$ cat src/rtl/sync_fifo_pkg.sv
// rtl/sync_fifo_pkg.sv - shared sizing helpers for sync_fifo (depth, count width, almost-full offset)
package sync_fifo_pkg;

   localparam int AFULL_OFFSET = 2;

   function automatic int fifo_depth(input int aw);
      return 1 << aw;
   endfunction

   function automatic int count_width(input int aw);
      return aw + 1;
   endfunction

endpackage

$ cat src/rtl/sync_fifo_ram.sv
// rtl/sync_fifo_ram.sv - synchronous dual-port RAM, registered read, returns old data on read-during-write
module sync_fifo_ram
   import sync_fifo_pkg::*;
#(
   parameter int XLEN       = 32,
   parameter int ADDR_WIDTH = 4
) (
   input  logic                  i_clk,
   input  logic                  i_we,
   input  logic [ADDR_WIDTH-1:0] i_waddr,
   input  logic [XLEN-1:0]       i_wdata,
   input  logic [ADDR_WIDTH-1:0] i_raddr,
   output logic [XLEN-1:0]       o_q
);

   localparam int DEPTH = fifo_depth(ADDR_WIDTH);

   logic [XLEN-1:0] r_mem [DEPTH];
   logic [XLEN-1:0] r_q;

   always_ff @(posedge i_clk) begin
      if (i_we) begin
         r_mem[i_waddr] <= i_wdata;
      end
      r_q <= r_mem[i_raddr];
   end

   assign o_q = r_q;

endmodule

$ cat src/rtl/sync_fifo.sv
// rtl/sync_fifo.sv - first-word-fall-through FIFO over sync_fifo_ram; SYNC_FIFO_ERR_EN adds sticky o_err
module sync_fifo
   import sync_fifo_pkg::*;
#(
   parameter int XLEN         = 32,
   parameter int ADDR_WIDTH   = 4,
   parameter int AFULL_THRESH = fifo_depth(ADDR_WIDTH) - AFULL_OFFSET
) (
   input  logic                  i_clk,
   input  logic                  i_rst,
   input  logic                  i_wr_valid,
   output logic                  o_wr_ready,
   input  logic [XLEN-1:0]       i_wr_data,
   output logic                  o_rd_valid,
   input  logic                  i_rd_ready,
   output logic [XLEN-1:0]       o_rd_data,
   output logic [ADDR_WIDTH:0]   o_count,
   output logic                  o_afull
`ifdef SYNC_FIFO_ERR_EN
   ,
   output logic                  o_err
`endif
);

   localparam int DEPTH = fifo_depth(ADDR_WIDTH);
   localparam int CW    = count_width(ADDR_WIDTH);

   logic [ADDR_WIDTH-1:0] r_wr_ptr;
   logic [ADDR_WIDTH-1:0] r_rd_ptr;
   logic [CW-1:0]         r_count;
   logic [CW-1:0]         r_rd_count;
   logic                  r_pop_prev;
   logic                  r_afull;

   logic                  w_full;
   logic                  w_push;
   logic                  w_pop;
   logic [CW-1:0]         w_vis_count;
   logic [CW-1:0]         w_count_next;
   logic [ADDR_WIDTH-1:0] w_raddr;

   assign w_full     = (r_count == CW'(DEPTH));
   assign o_wr_ready = !i_rst && !w_full;

   // The RAM returns old data on a same-address read/write, so a word pushed
   // last cycle is not yet readable: visibility lags the committed count by one.
   assign w_vis_count = r_rd_count - CW'(r_pop_prev);
   assign o_rd_valid  = !i_rst && (w_vis_count != '0);

   assign w_push       = i_wr_valid && o_wr_ready;
   assign w_pop        = o_rd_valid && i_rd_ready;
   assign w_count_next = r_count + CW'(w_push) - CW'(w_pop);
   assign w_raddr      = r_rd_ptr + ADDR_WIDTH'(w_pop);

   always_ff @(posedge i_clk) begin
      if (i_rst) begin
         r_wr_ptr   <= '0;
         r_rd_ptr   <= '0;
         r_count    <= '0;
         r_rd_count <= '0;
         r_pop_prev <= 1'b0;
         r_afull    <= 1'b0;
      end else begin
         if (w_push) begin
            r_wr_ptr <= r_wr_ptr + 1'b1;
         end
         if (w_pop) begin
            r_rd_ptr <= r_rd_ptr + 1'b1;
         end
         r_count    <= w_count_next;
         r_rd_count <= r_count;
         r_pop_prev <= w_pop;
         r_afull    <= (w_count_next >= CW'(AFULL_THRESH));
      end
   end

   assign o_count = r_count;
   assign o_afull = r_afull;

`ifdef SYNC_FIFO_ERR_EN
   logic r_err;

   always_ff @(posedge i_clk) begin
      if (i_rst) begin
         r_err <= 1'b0;
      end else if (i_wr_valid && w_full) begin
         r_err <= 1'b1;
      end
   end

   assign o_err = r_err;
`endif

   sync_fifo_ram #(
      .XLEN       (XLEN),
      .ADDR_WIDTH (ADDR_WIDTH)
   ) u_ram (
      .i_clk   (i_clk),
      .i_we    (w_push),
      .i_waddr (r_wr_ptr),
      .i_wdata (i_wr_data),
      .i_raddr (w_raddr),
      .o_q     (o_rd_data)
   );

endmodule

$ cat config.mk
export PLATFORM = sky130hd
export DESIGN_NAME = sync_fifo
export DESIGN_NICKNAME = d
export VERILOG_FILES = /design/src/rtl/sync_fifo_pkg.sv /design/src/rtl/sync_fifo_ram.sv /design/src/rtl/sync_fifo.sv
export SDC_FILE = /design/constraint.sdc
export NUM_CORES = 1
export LEC_CHECK = 0
export ABC_CLOCK_PERIOD_IN_PS = 5100
export BUFFER_PORTS_ARGS = -buffer_cell sky130_fd_sc_hd__buf_2
export CAP_MARGIN = 25
export CORE_UTILIZATION = 61
export CTS_CLUSTER_SIZE = 25
export DETAILED_ROUTE_END_ITERATION = 8
export PLACE_DENSITY = 0.91
export SYNTH_ARGS = -nofsm -noshare
export SYNTH_HDL_FRONTEND = slang
export SYNTH_SLANG_ARGS = --single-unit
$ cat constraint.sdc
create_clock -name i_clk -period 5.1 [get_ports i_clk]
set_input_delay 0.255 -clock i_clk [delete_from_list [all_inputs] [get_ports i_clk]]
set_output_delay 0.255 -clock i_clk [all_outputs]
set_load 0.03 [all_outputs]
# ---- Yosys cells after proc, flatten, opt, wreduce, memory -nomap -nowiden
# Memory sizes are Yosys's and may differ from the RTL's. A register that Yosys moved wholly into a read port is not among the register bits.
# Cells that the tools add are included.
dict set report word_totals {
  input_bits 36
  memories 1
  regBits 20
  mem_bits_ro 0
  mem_bits_rw 512
  latchBits 0
  wordCells 24
}
# name depth word_bits rd rd_ports_with_merged_regs write_ports line
set memory_table {}
lappend memory_table {u_ram.r_mem 16 32 1 1 1 sync_fifo_ram.sv:18} ;# logic [XLEN-1:0] r_mem [DEPTH];
dict set report op_classes {
  reduce_logical 7
  n_lt_le_gt_ge 1
  n_eq_ne 1
  addsub 6
  div_mod_pow 0
  mux 2
  bitwise_logic 0
  multipliers 0
  shift 0
}
# cell count
set op_table {}
lappend op_table {{subtractor 5 x 1 -> 5 bit} 2}
lappend op_table {{adder 4 x 1 -> 4 bit (second input constant)} 2}
lappend op_table {{adder 5 x 1 -> 5 bit} 1}
lappend op_table {{equality test 5 bit (second input constant)} 1}
lappend op_table {{>= comparator 5 x 4 -> 1 bit (second input constant)} 1}
lappend op_table {{nonzero test 5 bit} 1}
lappend op_table {{adder 4 x 1 -> 4 bit} 1}
lappend op_table {{logical AND 1 bit} 4}
lappend op_table {{logical NOT 1 bit} 2}
lappend op_table {{two-way mux 1 bit} 2}

# ---- Longest topological paths before layout
dict set report logic_depth {
  word_depth 7
  depth_mapped 15
  depth_no_buf 14
}

# ---- Modules after synthesis
# From an unflattened synthesis, not the netlist that was laid out.
dict set report hier_totals {
  hier_cells 933
  area_unflattened_um2 20823.7
}
# module cells_per_inst n_inst seq_area_each_um2 area_per_inst_um2
set by_module_without_submodules {}
lappend by_module_without_submodules {sync_fifo_ram 838 1 16015.4 19854.0}
lappend by_module_without_submodules {sync_fifo 95 1 400.4 969.7}

# ---- Worst setup path before layout
# Ideal clock, no wire load.
dict set report synth_timing {
  path_kind {register to register}
  start {register r_count[2], in the netlist o_count[2]}
  end {memory u_ram.r_mem[3][0] (enable)}
  setup_slack_ps 315
  period_less_slack_ps 4785
  arrival_time_ps 4324
  stages_incl_launch_ff 8
  t_required_ps 4639
  setup_ps 461
  cell_sequence {dfxtp_1 inv_1 ha_1 a31oi_1 and2_1 clkbuf_1 nand2_1 nor3_1}
}
dict set report synth_between {
  elab_chain_cells 6
}
# item line
set synth_lines {}
lappend synth_lines {{from (decl)} sync_fifo.sv:30} ;# logic [CW-1:0] r_count;
lappend synth_lines {{from (signal assigned)} sync_fifo.sv:70} ;# r_count <= w_count_next;
lappend synth_lines {{equality test 5 bit} sync_fifo.sv:42} ;# assign w_full = (r_count == CW'(DEPTH));
lappend synth_lines {{logical NOT 1 bit} sync_fifo.sv:43} ;# assign o_wr_ready = !i_rst && !w_full;
lappend synth_lines {{logical AND 1 bit} sync_fifo.sv:43}
lappend synth_lines {{net o_wr_ready} sync_fifo.sv:12} ;# output logic o_wr_ready,
lappend synth_lines {{logical AND 1 bit} sync_fifo.sv:50} ;# assign w_push = i_wr_valid && o_wr_ready;
lappend synth_lines {{two-way mux 1 bit} sync_fifo_ram.sv:22} ;# if (i_we) begin
lappend synth_lines {{two-way mux 1 bit (implied by the code)} sync_fifo_ram.sv:23} ;# r_mem[i_waddr] <= i_wdata;
lappend synth_lines {{to (decl)} sync_fifo_ram.sv:18}
# The timed path passes the listed nets, and every way through them passes these cells.

# ---- Worst setup path in the final report
dict set report layout_timing {
  start {register r_rd_count[0]}
  end {register u_ram.r_q[13], in the netlist u_ram.o_q[13] (read register of u_ram.r_mem)}
}
dict set report layout_between {
  elab_chain_cells 5
}
# item line
set layout_lines {}
lappend layout_lines {{from (decl)} sync_fifo.sv:31} ;# logic [CW-1:0] r_rd_count;
lappend layout_lines {{from (signal assigned)} sync_fifo.sv:71} ;# r_rd_count <= r_count;
lappend layout_lines {{subtractor 5 x 1 -> 5 bit} sync_fifo.sv:47} ;# assign w_vis_count = r_rd_count - CW'(r_pop_prev);
lappend layout_lines {{nonzero test 5 bit} sync_fifo.sv:48} ;# assign o_rd_valid = !i_rst && (w_vis_count != '0);
lappend layout_lines {{logical AND 1 bit} sync_fifo.sv:48}
lappend layout_lines {{logical AND 1 bit} sync_fifo.sv:51} ;# assign w_pop = o_rd_valid && i_rd_ready;
lappend layout_lines {{adder 4 x 1 -> 4 bit} sync_fifo.sv:53} ;# assign w_raddr = r_rd_ptr + ADDR_WIDTH'(w_pop);
lappend layout_lines {{to (decl)} sync_fifo_ram.sv:19} ;# logic [XLEN-1:0] r_q;
# Every way passes these cells.
# A chain may end at the register's enable or synchronous reset.

==> out/metrics.cfg <==
[sta]
slew_headroom = 0.297
setup_viol = 0
worst_slack_ns = 0.690
hold_violations = 0
rsz0062_at_grt = no
fin_tns_setup_ns = 0
finalMaxSlewViolations = 0
finClkSkew_ns = 0.0237
timing.final.crit_share = 0.865
fmax_mhz = 227
worstMarginPinSlew_ns = 1.05
fin_hold_ws_ns = 0.0578
finalCriticalPeriod_ns = 4.41

[status]
status = finished clean

[global_route]
grt_max_degree = 76
antenna_found_initial = 2
grt_overflow = 0
grt_pass1_wl_um = 70600
grt_pass1_vias = 11700
grtUsageTotal = 0.272

[synth]
synth_nets = 1232
yosysWarningCount = 0
synth_area_leaders = edfxtp_1 72%, mux2i_1 12%, dfxtp_1 4.9%
yosys.cell_types.count = 44
synth_top_area_cell = edfxtp_1
ys_seq_area_frac = 0.772
synth_edf_count = 512
syn_area_per_cell_um2 = 18.0
synth_top_area_frac = 0.724
netlist_area_mm2 = 0.0213
ys_async_sr_fraction = 0
yosys_register_bits = 564
ys_dominant_reg_cell = edfxtp_1
synthCells = 1183

[routing]
wl_per_cell_um = 27.2
vias = 11600
routed_wl_um = 48200
dr.pass1.iters = 5
drc_errors = 0
viasPerCell = 6.57
drtIter0Drc = 1511
drtAntennaViolNets = 0

[critical_path]
rr_worst_depth = 13
worstPathMaxFanout = 32
reg2reg_to = u_ram.o_q[13]
critPathRequiredTime_ns = 5.53
startpoint_type = register
critical_path_class = reg -> reg
critPathCapture = u_ram.o_q[13]
critPathCaptureType = register
crit_start = r_rd_count[0]
ff2ff_setup_slack_ns = 0.69
cp_data_arrival_time_ns = 4.84
worstReg2RegStart = r_rd_count[0]

[clock_network]
insertion_delay_ns = 0.57
cts_buffer_depth = 3
cts_root_buffer = clkbuf_16
cts_resized = 0
htree_levels = 2
cts-hold-fix-buffers = 0
clk_pin_slew_ns = 0.06
cts_num_sinks = 564
cts_tree = done
cts_setup_buffers = 0
numCtsBuffers = 52

[flow_run]
maxCapViolCount = 0

[floorplan]
dieArea_mm2 = 0.0356
dieHeight_um = 189
coreArea_mm2 = 0.0339
die_x_um = 189
start_util = 0.627
ios = 76
row_count = 67

[placed_design]
gp_congestion = 0.807
post-place-ws_ns = 0.789
dp_hpwl_um = 25100
numPortBuffers = 75

[power_and_ir_drop]
power_switching_w = 0.00299
power_w = 0.0114
power_density_mw_per_mm2 = 475
pwr-share-comb = 0.187
p_leak_nw = 9.21
intPower_w = 0.00842
vdd_drop_max_mv = 0.329
power_frac_clock = 0.345
pwr-share-seq = 0.468
p_sw_frac = 0.262

[finish]
area_delta_synth_final_pct = 13.2
utilization = 0.710
layout-drive-gt1-share = 0.159
finalNetCount = 1331

[worst_hold_path]
min_path_type = in -> reg

==> metal layers <==
metal | routed length (µm) | GRT usage | vias up | share of wire
li1 | - | - | 4917 | -
met1 | 18200 | 0.355 | 5756 | 0.38
met2 | 23500 | 0.452 | 788 | 0.49
met3 | 4380 | 0.0438 | 175 | 0.091
met4 | 2170 | 0.127 | 4 | 0.045
met5 | 23 | 0 | - | 0.00048
==> cells by family (layout without fill, tap and decap cells) <==
| logic type | Yosys count | after routing | synth area share |
|---|---|---|---|
| flip-flops | 564 | 564 | 0.772 |
| multiplexers | 251 | 251 | 0.118 |
| AO/OA/AOI/OAI | 144 | 144 | 0.0444 |
| AND/OR/NAND/NOR | 129 | 129 | 0.0337 |
| buffers and inverters | 69 | 210 | 0.0174 |
| adder cells (fa/ha/maj) | 13 | 13 | 0.00801 |
| XOR/XNOR | 13 | 13 | 0.00571 |
| other | 0 | 1 | 0 |
==> critical path: stages, from the launching register on <==
cell and delay, ns:
dfxtp_1 0.31, inv_1 0.04, ha_1 0.28, or4b_4 0.49
o21ai_4 0.40, inv_4 0.19, and2_1 0.21, ha_1 0.55
inv_1 0.26, and2_1 0.23, nand2_1 0.07, buf_4 0.49
o22ai_1 0.20, or4_1 0.54
==> area by class of cell <==
type | count | area (µm²)
sequential | 564 | 16400
fill | 1951 | 9820
multi-input combinational | 550 | 4590
clock buffer | 72 | 1450
timing repair buffer | 106 | 683
tap | 448 | 561
clock inverter | 24 | 313
inverter | 8 | 32.5
antenna | 1 | 2.50
==> worst min-delay path by stage <==
stage / startpoint / end / slack, ns / cells past startpoint
6_report: i_wr_data[10] / u_ram.r_mem[14][10] / 0.06 / 1
5_1_grt: i_wr_data[11] / u_ram.r_mem[15][11] / 0.04 / 1
4_1_cts: i_wr_data[10] / u_ram.r_mem[15][10] / 0.04 / 1
3_5_place_dp: o_count[0] / r_rd_count[0] / 0.50 / 1
3_3_place_gp: r_rd_ptr[1] / r_rd_ptr[1] / 0.50 / 2
2_1_floorplan: i_wr_data[0] / u_ram.r_mem[0][0] / 0.35 / 0
==> stage by stage <==
stage / cells / instance area [µm²]
floorplan: 1183 / 21300
global placement: 1673 / 22200
detailed placement: 1675 / 22300
CTS: 1771 / 24000
global route: 1772 / 24000
finish: 1773 / 24000
==> power groups by stage <==
stage                     clock network, W  logic, W  registers, W
final                              0.00394   0.00213       0.00534
after global placement                   0   0.00201       0.00544
after global routing               0.00415   0.00225       0.00536
after detailed placement                 0   0.00210       0.00543
after floorplan                          0   0.00141       0.00564
after CTS                          0.00396   0.00212       0.00534
==> cells in the mapped netlist, types with 2 or more instances <==
library cell    n
nand2b_1        4
nor2_1         29
o31ai_1         3
o21ai_0         2
o22ai_1       125
xnor2_1         6
a21oi_1         4
dfxtp_1        52
buf_2          17
ha_1           12
and2_1          5
or4_1          30
buf_4          23
nor2b_1         6
nand2_1        29
nor4_1          2
a21o_1          2
nor3_1          8
or4b_1          2
buf_1           2
mux2i_1       250
clkbuf_1       19
inv_1           7
a31oi_1         3
xor2_1          6
edfxtp_1      512
nand4_1         6
==> state kept, by name, summed over array words and instances (netlist names) <==
name,flops
o_afull,1
u_ram.o_q,32
o_count,5
r_pop_prev,1
r_rd_ptr,4
r_rd_count,5
u_ram.r_mem,512
r_wr_ptr,4
==> cells in the final DEF, fill, tap and decap left out, types with 3 or more instances in the layout <==
cell,count
edfxtp_1,512
mux2i_1,250
o22ai_1,125
buf_2,75
clkbuf_16,52
dfxtp_1,52
or4_1,30
nand2_1,29
buf_4,25
nor2_1,17
clkbuf_1,13
nor2_4,12
ha_1,12
clkinv_2,8
inv_1,7
clkbuf_8,7
bufinv_16,7
xor2_1,6
nor2b_1,6
xnor2_1,6
nand4_1,6
buf_12,6
and2_1,5
nand2b_1,4
nor3_1,4
nor3_2,4
a21oi_1,4
clkinv_1,4
a31oi_1,3
o31ai_1,3
clkinvlp_4,3
Note: power is estimated with default switching activity, not from simulation.
